`config.mk`:
```
export PLATFORM = sky130hd
export DESIGN_NAME = dm_arbiter
export DESIGN_NICKNAME = d
export VERILOG_FILES = /design/src/rtl/dm_arb_pkg.sv /design/src/rtl/dm_rr_pick.sv /design/src/rtl/dm_arbiter.sv
export SDC_FILE = /design/constraint.sdc
export NUM_CORES = 1
export LEC_CHECK = 0
export ABC_AREA = 1
export BUFFER_PORTS_ARGS = -buffer_cell sky130_fd_sc_hd__buf_2
export CAP_MARGIN = 20
export CORE_MARGIN = 2
export CORE_UTILIZATION = 23
export DETAILED_ROUTE_END_ITERATION = 10
export GPL_TIMING_DRIVEN = 0
export PLACE_DENSITY_LB_ADDON = 0.25
export RECOVER_POWER = 25
export SYNTH_ARGS = -nofsm -noshare
export SYNTH_HDL_FRONTEND = slang
export SYNTH_SLANG_ARGS = --single-unit
```
`constraint.sdc`:
```
create_clock -name clk -period 2 [get_ports clk]
set_clock_uncertainty 0.15 [all_clocks]
set_input_delay 0.2 -clock clk [delete_from_list [all_inputs] [get_ports clk]]
set_output_delay 0.2 -clock clk [all_outputs]
set_load 0.02 [all_outputs]
```
`src/rtl/dm_arb_pkg.sv`:
```
// dm_arb_pkg: shared definitions for the data-memory arbiter.
//   state_t    - access sequencer states (IDLE / ACCESS / RESP)
//   M0, M1     - requester IDs (CPU load/store unit, loader/DMA)
//   DM_BYTES   - data memory size in bytes (legal range 0 .. DM_BYTES-1)
//   WORD_BYTES - bytes per word access
package dm_arb_pkg;

  typedef enum logic [1:0] {
    ST_IDLE   = 2'd0,
    ST_ACCESS = 2'd1,
    ST_RESP   = 2'd2
  } state_t;

  localparam logic M0 = 1'b0;
  localparam logic M1 = 1'b1;

  localparam int DM_BYTES   = 12288;
  localparam int WORD_BYTES = 4;

endpackage

```
`src/rtl/dm_rr_pick.sv`:
```
// dm_rr_pick: combinational 2-way round-robin picker.
//   req[1:0]    - request lines, bit index = requester ID
//   last_grant  - ID granted most recently
//   grant_valid - at least one request present
//   grant_id    - ID to grant this cycle
module dm_rr_pick
  import dm_arb_pkg::*;
(
  input  logic [1:0] req,
  input  logic       last_grant,
  output logic       grant_valid,
  output logic       grant_id
);

  always_comb begin
    grant_valid = |req;
    // On a tie the requester that did not win last time goes next;
    // otherwise the lone requester wins.
    if (&req) begin
      grant_id = ~last_grant;
    end else begin
      grant_id = req[1] ? M1 : M0;
    end
  end

endmodule

```
`src/rtl/dm_arbiter.sv`:
```
// dm_arbiter: shares the single port of the byte-addressed data memory
// between the CPU (m0) and the loader/DMA port (m1). Each access is a
// fixed three-state sequence IDLE -> ACCESS -> RESP, with a one-cycle ack
// to the owner, and is range/alignment checked before it touches memory.
//   clk, rst        - clock, synchronous active-high reset
//   mX_req/addr/wdata/we/byte - requester X operands (held until ack)
//   mX_ack/rdata/err          - one-cycle completion with read data/error
//   dm_addr/din/we/byteOp     - drive the dm instance
//   dm_dout                   - dm combinational read data
module dm_arbiter
  import dm_arb_pkg::*;
#(
  parameter int ADDR_W   = 14,
  parameter int DATA_W   = 32,
  parameter int DM_BYTES = dm_arb_pkg::DM_BYTES
) (
  input  logic              clk,
  input  logic              rst,
  input  logic              m0_req,
  input  logic [ADDR_W-1:0] m0_addr,
  input  logic [DATA_W-1:0] m0_wdata,
  input  logic              m0_we,
  input  logic              m0_byte,
  output logic              m0_ack,
  output logic [DATA_W-1:0] m0_rdata,
  output logic              m0_err,
  input  logic              m1_req,
  input  logic [ADDR_W-1:0] m1_addr,
  input  logic [DATA_W-1:0] m1_wdata,
  input  logic              m1_we,
  input  logic              m1_byte,
  output logic              m1_ack,
  output logic [DATA_W-1:0] m1_rdata,
  output logic              m1_err,
  output logic [ADDR_W-1:0] dm_addr,
  output logic [DATA_W-1:0] dm_din,
  output logic              dm_we,
  output logic              dm_byteOp,
  input  logic [DATA_W-1:0] dm_dout
);

  state_t state_reg, state_next;

  logic [ADDR_W-1:0] addr_reg;
  logic [DATA_W-1:0] din_reg;
  logic              we_reg;
  logic              byte_reg;
  logic              err_reg;
  logic              owner_reg;
  logic              last_grant_reg;
  logic [DATA_W-1:0] rdata_reg;

  logic [1:0]        req_v;
  logic              grant_valid;
  logic              grant_id;

  logic [ADDR_W-1:0] sel_addr;
  logic [DATA_W-1:0] sel_wdata;
  logic              sel_we;
  logic              sel_byte;
  logic [31:0]       sel_addr_ext;
  logic              err_next;
  logic              resp_fire;

  logic              ack_v   [2];
  logic [DATA_W-1:0] rdata_v [2];
  logic              err_v   [2];

  assign req_v = {m1_req, m0_req};

  dm_rr_pick u_pick (
    .req         (req_v),
    .last_grant  (last_grant_reg),
    .grant_valid (grant_valid),
    .grant_id    (grant_id)
  );

  // Operands of whichever requester the picker chose.
  assign sel_addr  = grant_id ? m1_addr  : m0_addr;
  assign sel_wdata = grant_id ? m1_wdata : m0_wdata;
  assign sel_we    = grant_id ? m1_we    : m0_we;
  assign sel_byte  = grant_id ? m1_byte  : m0_byte;

  assign sel_addr_ext = {{(32-ADDR_W){1'b0}}, sel_addr};

  always_comb begin
    if (sel_byte) begin
      err_next = (sel_addr_ext > 32'(DM_BYTES - 1));
    end else begin
      err_next = (sel_addr[1:0] != 2'b00) ||
                 (sel_addr_ext > 32'(DM_BYTES - WORD_BYTES));
    end
  end

  // State register plus operand/response registers.
  always_ff @(posedge clk) begin
    if (rst) begin
      state_reg      <= ST_IDLE;
      addr_reg       <= '0;
      din_reg        <= '0;
      we_reg         <= 1'b0;
      byte_reg       <= 1'b0;
      err_reg        <= 1'b0;
      owner_reg      <= M0;
      last_grant_reg <= M1;
      rdata_reg      <= '0;
    end else begin
      state_reg <= state_next;
      if (state_reg == ST_IDLE && grant_valid) begin
        addr_reg       <= sel_addr;
        din_reg        <= sel_wdata;
        we_reg         <= sel_we;
        byte_reg       <= sel_byte;
        err_reg        <= err_next;
        owner_reg      <= grant_id;
        last_grant_reg <= grant_id;
      end
      if (state_reg == ST_ACCESS) begin
        if (err_reg) begin
          rdata_reg <= '0;
        end else if (byte_reg) begin
          rdata_reg <= {{(DATA_W-8){dm_dout[7]}}, dm_dout[7:0]};
        end else begin
          rdata_reg <= dm_dout;
        end
      end
    end
  end

  // Next-state logic.
  always_comb begin
    state_next = state_reg;
    case (state_reg)
      ST_IDLE:   if (grant_valid) state_next = ST_ACCESS;
      ST_ACCESS: state_next = ST_RESP;
      ST_RESP:   state_next = ST_IDLE;
      default:   state_next = ST_IDLE;
    endcase
  end

  // Output logic. rst gates dm_we and the response combinationally so a
  // reset landing in ACCESS/RESP neither writes memory nor acks.
  always_comb begin
    dm_we     = (state_reg == ST_ACCESS) & we_reg & ~err_reg & ~rst;
    resp_fire = (state_reg == ST_RESP) & ~rst;
  end

  assign dm_addr   = addr_reg;
  assign dm_din    = din_reg;
  assign dm_byteOp = byte_reg;

  // Per-requester response fan-out: only the owner sees ack/rdata/err.
  generate
    for (genvar gi = 0; gi < 2; gi++) begin : g_resp
      assign ack_v[gi]   = resp_fire && (owner_reg == 1'(gi));
      assign rdata_v[gi] = ack_v[gi] ? rdata_reg : '0;
      assign err_v[gi]   = ack_v[gi] & err_reg;
    end
  endgenerate

  assign m0_ack   = ack_v[0];
  assign m0_rdata = rdata_v[0];
  assign m0_err   = err_v[0];
  assign m1_ack   = ack_v[1];
  assign m1_rdata = rdata_v[1];
  assign m1_err   = err_v[1];

endmodule

```
==> Yosys cells after proc, flatten, opt, wreduce, memory -nomap -nowiden <==
Cells that the tools add are included.
{ "totals": {"regBits": 85, "in_bits": 132, "out_inout_bits": 116, "elab_cells": 45} }
{ "op_classes": {"n_lt_le_gt_ge": 2, "eq_ne": 3, "muxes": 13, "bitwise": 10, "n_reduce_logical": 8} }
{ "ops": {"columns": ["op", "n"], "rows": [
  ["two-way mux 32 bit", 5],
  ["> comparator 14 bit, second input constant", 2],
  ["two-way mux 14 bit", 1],
  ["AND 1 bit", 6],
  ["two-way mux 1 bit", 5],
  ["inverter 1 bit", 4],
  ["one-hot mux 2 bit (2 select lines)", 1],
  ["logical AND 1 bit", 3],
  ["equality test 2 x 1 -> 1 bit, second input constant", 1],
  ["equality test 2 bit, second input constant", 1],
  ["zero test 2 bit", 1],
  ["two-way mux 2 bit", 1],
  ["inequality test 2 bit, second input constant", 1],
  ["AND reduction 2 bit", 1],
  ["nonzero test 2 bit", 1],
  ["OR reduction 2 bit", 1],
  ["logical OR 1 bit", 1]
]} }

==> Logic depth before layout (Yosys ltp) <==
{ "depth": {"ltp_word": 6, "depth_mapped": 10, "mapped_depth_nobuf": 9} }

==> Hierarchy <==
A second synthesis with hierarchy kept.
{ "unflattened": {"hier_cells": 698, "area_unflattened_um2": 4252.8} }
{ "by_module_without_submodules": {"columns": ["module", "n_inst", "cells_each", "area_per_inst_um2", "seq_area_each_um2"], "rows": [
  ["dm_arbiter", 1, 695, 4237.8, 1701.6],
  ["dm_rr_pick", 1, 3, 15.0, 0.0]
]} }

==> Least setup slack after synthesis <==
No wires, ideal clock.
{ "synth_timing": {"path_kind": "input-to-output", "start": "input port rst", "end": "output port m1_rdata[10]", "arrival_time_ps": 1456, "required_time_ps": 1650, "path_slack_ps": 194, "cell_stages": 7, "n_path_buf": 2, "path_cell_list": "buf_4 > inv_2 > nand3_1 > nor2_1 > inv_2 > buf_2 > nor2_1"} }
{ "synth_between": {"elab_chain_cells": 4} }
{ "synth_rtl": {"columns": ["element", "line_no", "rtl"], "rows": [
  ["from (decl)", "dm_arbiter.sv:18", "input logic rst,"],
  ["inverter 1 bit", "dm_arbiter.sv:145", "resp_fire = (state_reg == ST_RESP) & ~rst;"],
  ["AND 1 bit", "dm_arbiter.sv:145", null],
  ["logical AND 1 bit", "dm_arbiter.sv:155", "assign ack_v[gi] = resp_fire && (owner_reg == 1'(gi));"],
  ["named net m1_ack", "dm_arbiter.sv:32", "output logic m1_ack,"],
  ["two-way mux 32 bit", "dm_arbiter.sv:156", "assign rdata_v[gi] = ack_v[gi] ? rdata_reg : '0;"],
  ["to (decl)", "dm_arbiter.sv:33", "output logic [DATA_W-1:0] m1_rdata,"]
]} }
The timed path passes the listed nets, and every way through them passes these cells.

==> Worst setup path after layout <==
{ "layout_timing": {"start": "register state_reg[0]", "end": "output port m0_rdata[28]"} }
{ "layout_between": {"elab_chain_cells": 4} }
{ "layout_rtl": {"columns": ["element", "line_no", "rtl"], "rows": [
  ["from (decl)", "dm_arbiter.sv:42", "state_t state_reg, state_next;"],
  ["from (signal assigned)", "dm_arbiter.sv:108", "state_reg <= state_next;"],
  ["equality test 2 bit", "dm_arbiter.sv:145", null],
  ["AND 1 bit", "dm_arbiter.sv:145", null],
  ["logical AND 1 bit", "dm_arbiter.sv:155", null],
  ["two-way mux 32 bit", "dm_arbiter.sv:156", null],
  ["to (decl)", "dm_arbiter.sv:25", "output logic [DATA_W-1:0] m0_rdata,"]
]} }
Every way passes these cells.

==> impl_metrics.py <==
metrics = {
    "sta": {
        "tightestPinTransition_ns": 0.552,
        "finalMaxSlewViolations": 0,
        "hold_ws_ns": 0.0140,
        "post-route-min-period_ns": 1.90,
        "fin_ws_ns": 0.100,
        "max_slew_margin_pct": 63.2,
        "setup_viol": 0,
        "clock.fmax_mhz": 526,
        "fin_crit_sh_pct": 95.0,
        "hold_violations": 0,
        "tns_ns": 0,
    },
    "pwr": {
        "power_frac_comb_pct": 21.1,
        "power_leakage_uw": 0.00304,
        "power.internal_uw": 3540,
        "vdd_drop_max_mv": 0.451,
        "p_seq_share_pct": 39.1,
        "pwr-share-clk_pct": 39.8,
        "switchingPower_uw": 1440,
        "swShare_pct": 28.8,
        "cellPowerDensity_nw_per_um2": 740,
    },
    "routing": {
        "via_count": 4962,
        "wl_per_cell_um": 12.9,
        "wl_um": 15200,
        "drc": 0,
        "dr.pass1.iters": 7,
        "drt-initial-drc-count": 177,
        "viasPerCell": 4.21,
        "ant_nets": 0,
    },
    "setup_path": {
        "crit_required_ns": 1.65,
        "worstPathArrival_ns": 1.55,
        "critPathLaunchType": "flip-flop",
        "endpoint": "m0_rdata[28]",
        "reg2reg_to": "dm_addr[11]",
        "r2r_slack_ns": 0.14,
        "critPathMaxFanout": 10,
        "worstSetupPathType": "reg2out",
        "critPathLaunch": "state_reg[0]",
        "worstReg2RegStart": "state_reg[0]",
        "rr_worst_depth": 8,
        "endpoint_kind": "output port",
    },
    "layout": {
        "final_nets": 1081,
        "final.fill_count": 1872,
        "final_common_cell": "buf_2",
        "diodes": 0,
        "drive_gt1_share_pct": 27.8,
        "final_cell_mix": "buf_2 (192), nand2_1 (132), nor2_1 (108)",
        "syn2layout_area_growth_pct": 69.1,
    },
    "clock_network": {
        "cts_sinks": 85,
        "clk_path_buf_depth": 2,
        "clock-root-buffer": "clkbuf_16",
        "htree_num_levels": 3,
        "clock_latency_ns": 0.34,
        "cts_tree": "done",
        "path_clk_slew_ns": 0.06,
        "numCtsBuffers": 9,
    },
    "place": {
        "port_buffers": 246,
        "place_ws_ns": 0.124,
        "routabilityCongestion": 0.739,
        "dpl.hpwl_um": 11000,
    },
    "global_routing": {
        "grt_pass1_vias": 4728,
        "antenna_found_initial": 0,
        "grt_pass1_wl_um": 23500,
        "grt_start_max_net_pins": 18,
        "overflow": 0,
        "grtUsageTotal_pct": 16.3,
    },
    "die": {
        "die_y_um": 136,
        "num_rows": 48,
        "die-width_um": 136,
        "io_pins": 248,
        "dieArea_um2": 18400,
        "coreArea_um2": 17100,
        "start_util_pct": 23.3,
    },
    "run_status": {
        "status": "finished, final reports clean",
    },
    "logic_synthesis": {
        "synth_area_per_cell_um2": 6.55,
        "syn-cell-area_um2": 3980,
        "syn_inst": 608,
        "syn_nets": 740,
        "yosysUniqueCellTypes": 22,
        "yosysWarnings": 0,
        "synth-seq-cells": 85,
        "synth_seq_area_share_pct": 42.8,
    },
    "job": {
        "max-cap-violations": 0,
    },
    "min_path": {
        "hp-class": "in2reg",
        "worstHoldPathCells": 3,
    },
}
## repair_timing
| item | CTS | global route |
|---|---|---|
| resized for setup | 4 | 36 |
| hold buffers | 84 | 0 |
| endpoints found under the hold margin | 50 | 0 |
| endpoints found under the setup margin | 37 | 61 |
| pin swaps | 0 | 1 |
| buffers inserted | 0 | 1 |
## critical path: stages (launching register included)
cell	delay (ns)
dfxtp_1	0.34
inv_2	0.08
nand3_4	0.08
nor2_4	0.16
inv_2	0.09
buf_4	0.19
nor2_1	0.09
buf_2	0.17
## final cells by class
type                       count  area (µm²)  area share, %
clock buffer                  10         239           3.55
tap                          225         282           4.18
timing repair buffer         331        2060           30.7
multi-input combinational    411        1820           27.0
sequential                    85        1700           25.3
buffer                        38         243           3.61
clock inverter                 6         110           1.64
inverter                      73         274           4.07
## power by group through the flow
stage / Combinational, µW / Sequential [µW] / Clock [µW]
4_1_cts: 1080 / 1940 / 2050
3_3_place_gp: 951 / 1970 / 0
5_1_grt: 1180 / 1970 / 2120
3_5_place_dp: 952 / 1970 / 0
6_report: 1050 / 1950 / 1980
2_1_floorplan: 439 / 2090 / 0
## cell families (layout without fill, tap and decap cells)
logic type / Yosys count / after routing / synth area share [%]
AND/OR/NAND/NOR: 265 / 265 / 26.1
AO/OA/AOI/OAI: 146 / 146 / 18.4
buffers and inverters: 112 / 458 / 12.7
flip-flops: 85 / 85 / 42.8
## worst min path at each step
stage / start / endpoint
2_1_floorplan: dm_dout[4] / rdata_reg[4]
5_1_grt: m1_wdata[2] / dm_din[2]
3_5_place_dp: dm_addr[12] / dm_addr[12]
4_1_cts: m1_wdata[2] / dm_din[2]
3_3_place_gp: dm_addr[12] / dm_addr[12]
6_report: m1_we / we_reg
## routing by layer
| layer | wire length (µm) | up-vias | GRT usage (%) |
|---|---|---|---|
| met1 | 6760 | 2151 | 19.4 |
| met2 | 7100 | 214 | 28.1 |
| met3 | 1040 | 22 | 4.08 |
| met4 | 297 | 0 | 6.66 |
| li1 | - | 2575 | - |
| met5 | 0 | - | 0 |
## stage by stage
| stage | instance area (µm²) | power, µW | instances | utilization (%) |
|---|---|---|---|---|
| global route | 6730 | 5260 | 1179 | 39.3 |
| global placement | 5490 | 2920 | 1079 | 32.1 |
| detailed placement | 5490 | 2930 | 1079 | 32.1 |
| floorplan | 3980 | 2530 | 608 | - |
| finish | 6730 | 4980 | 1179 | 39.3 |
| CTS | 6690 | 5070 | 1178 | 39.1 |
## cells in the mapped netlist
master,count,area share [%]
inv_1,68,6.4
buf_6,8,2.3
dfxtp_1,85,43
nand2_4,1,0.28
clkbuf_1,13,1.2
o22ai_1,2,0.31
nand3_1,7,0.88
or2_2,1,0.16
nand2_2,3,0.47
a21oi_1,32,4.0
buf_4,1,0.19
nor2_1,115,11
nor2_4,1,0.28
o21ai_1,43,5.4
nand3b_1,2,0.38
inv_2,5,0.47
nor3_1,1,0.13
buf_2,16,2.0
nor2_2,1,0.16
clkbuf_2,1,0.13
nand2_1,133,13
o21ai_0,69,8.7
(Power assumes the default switching activity.)
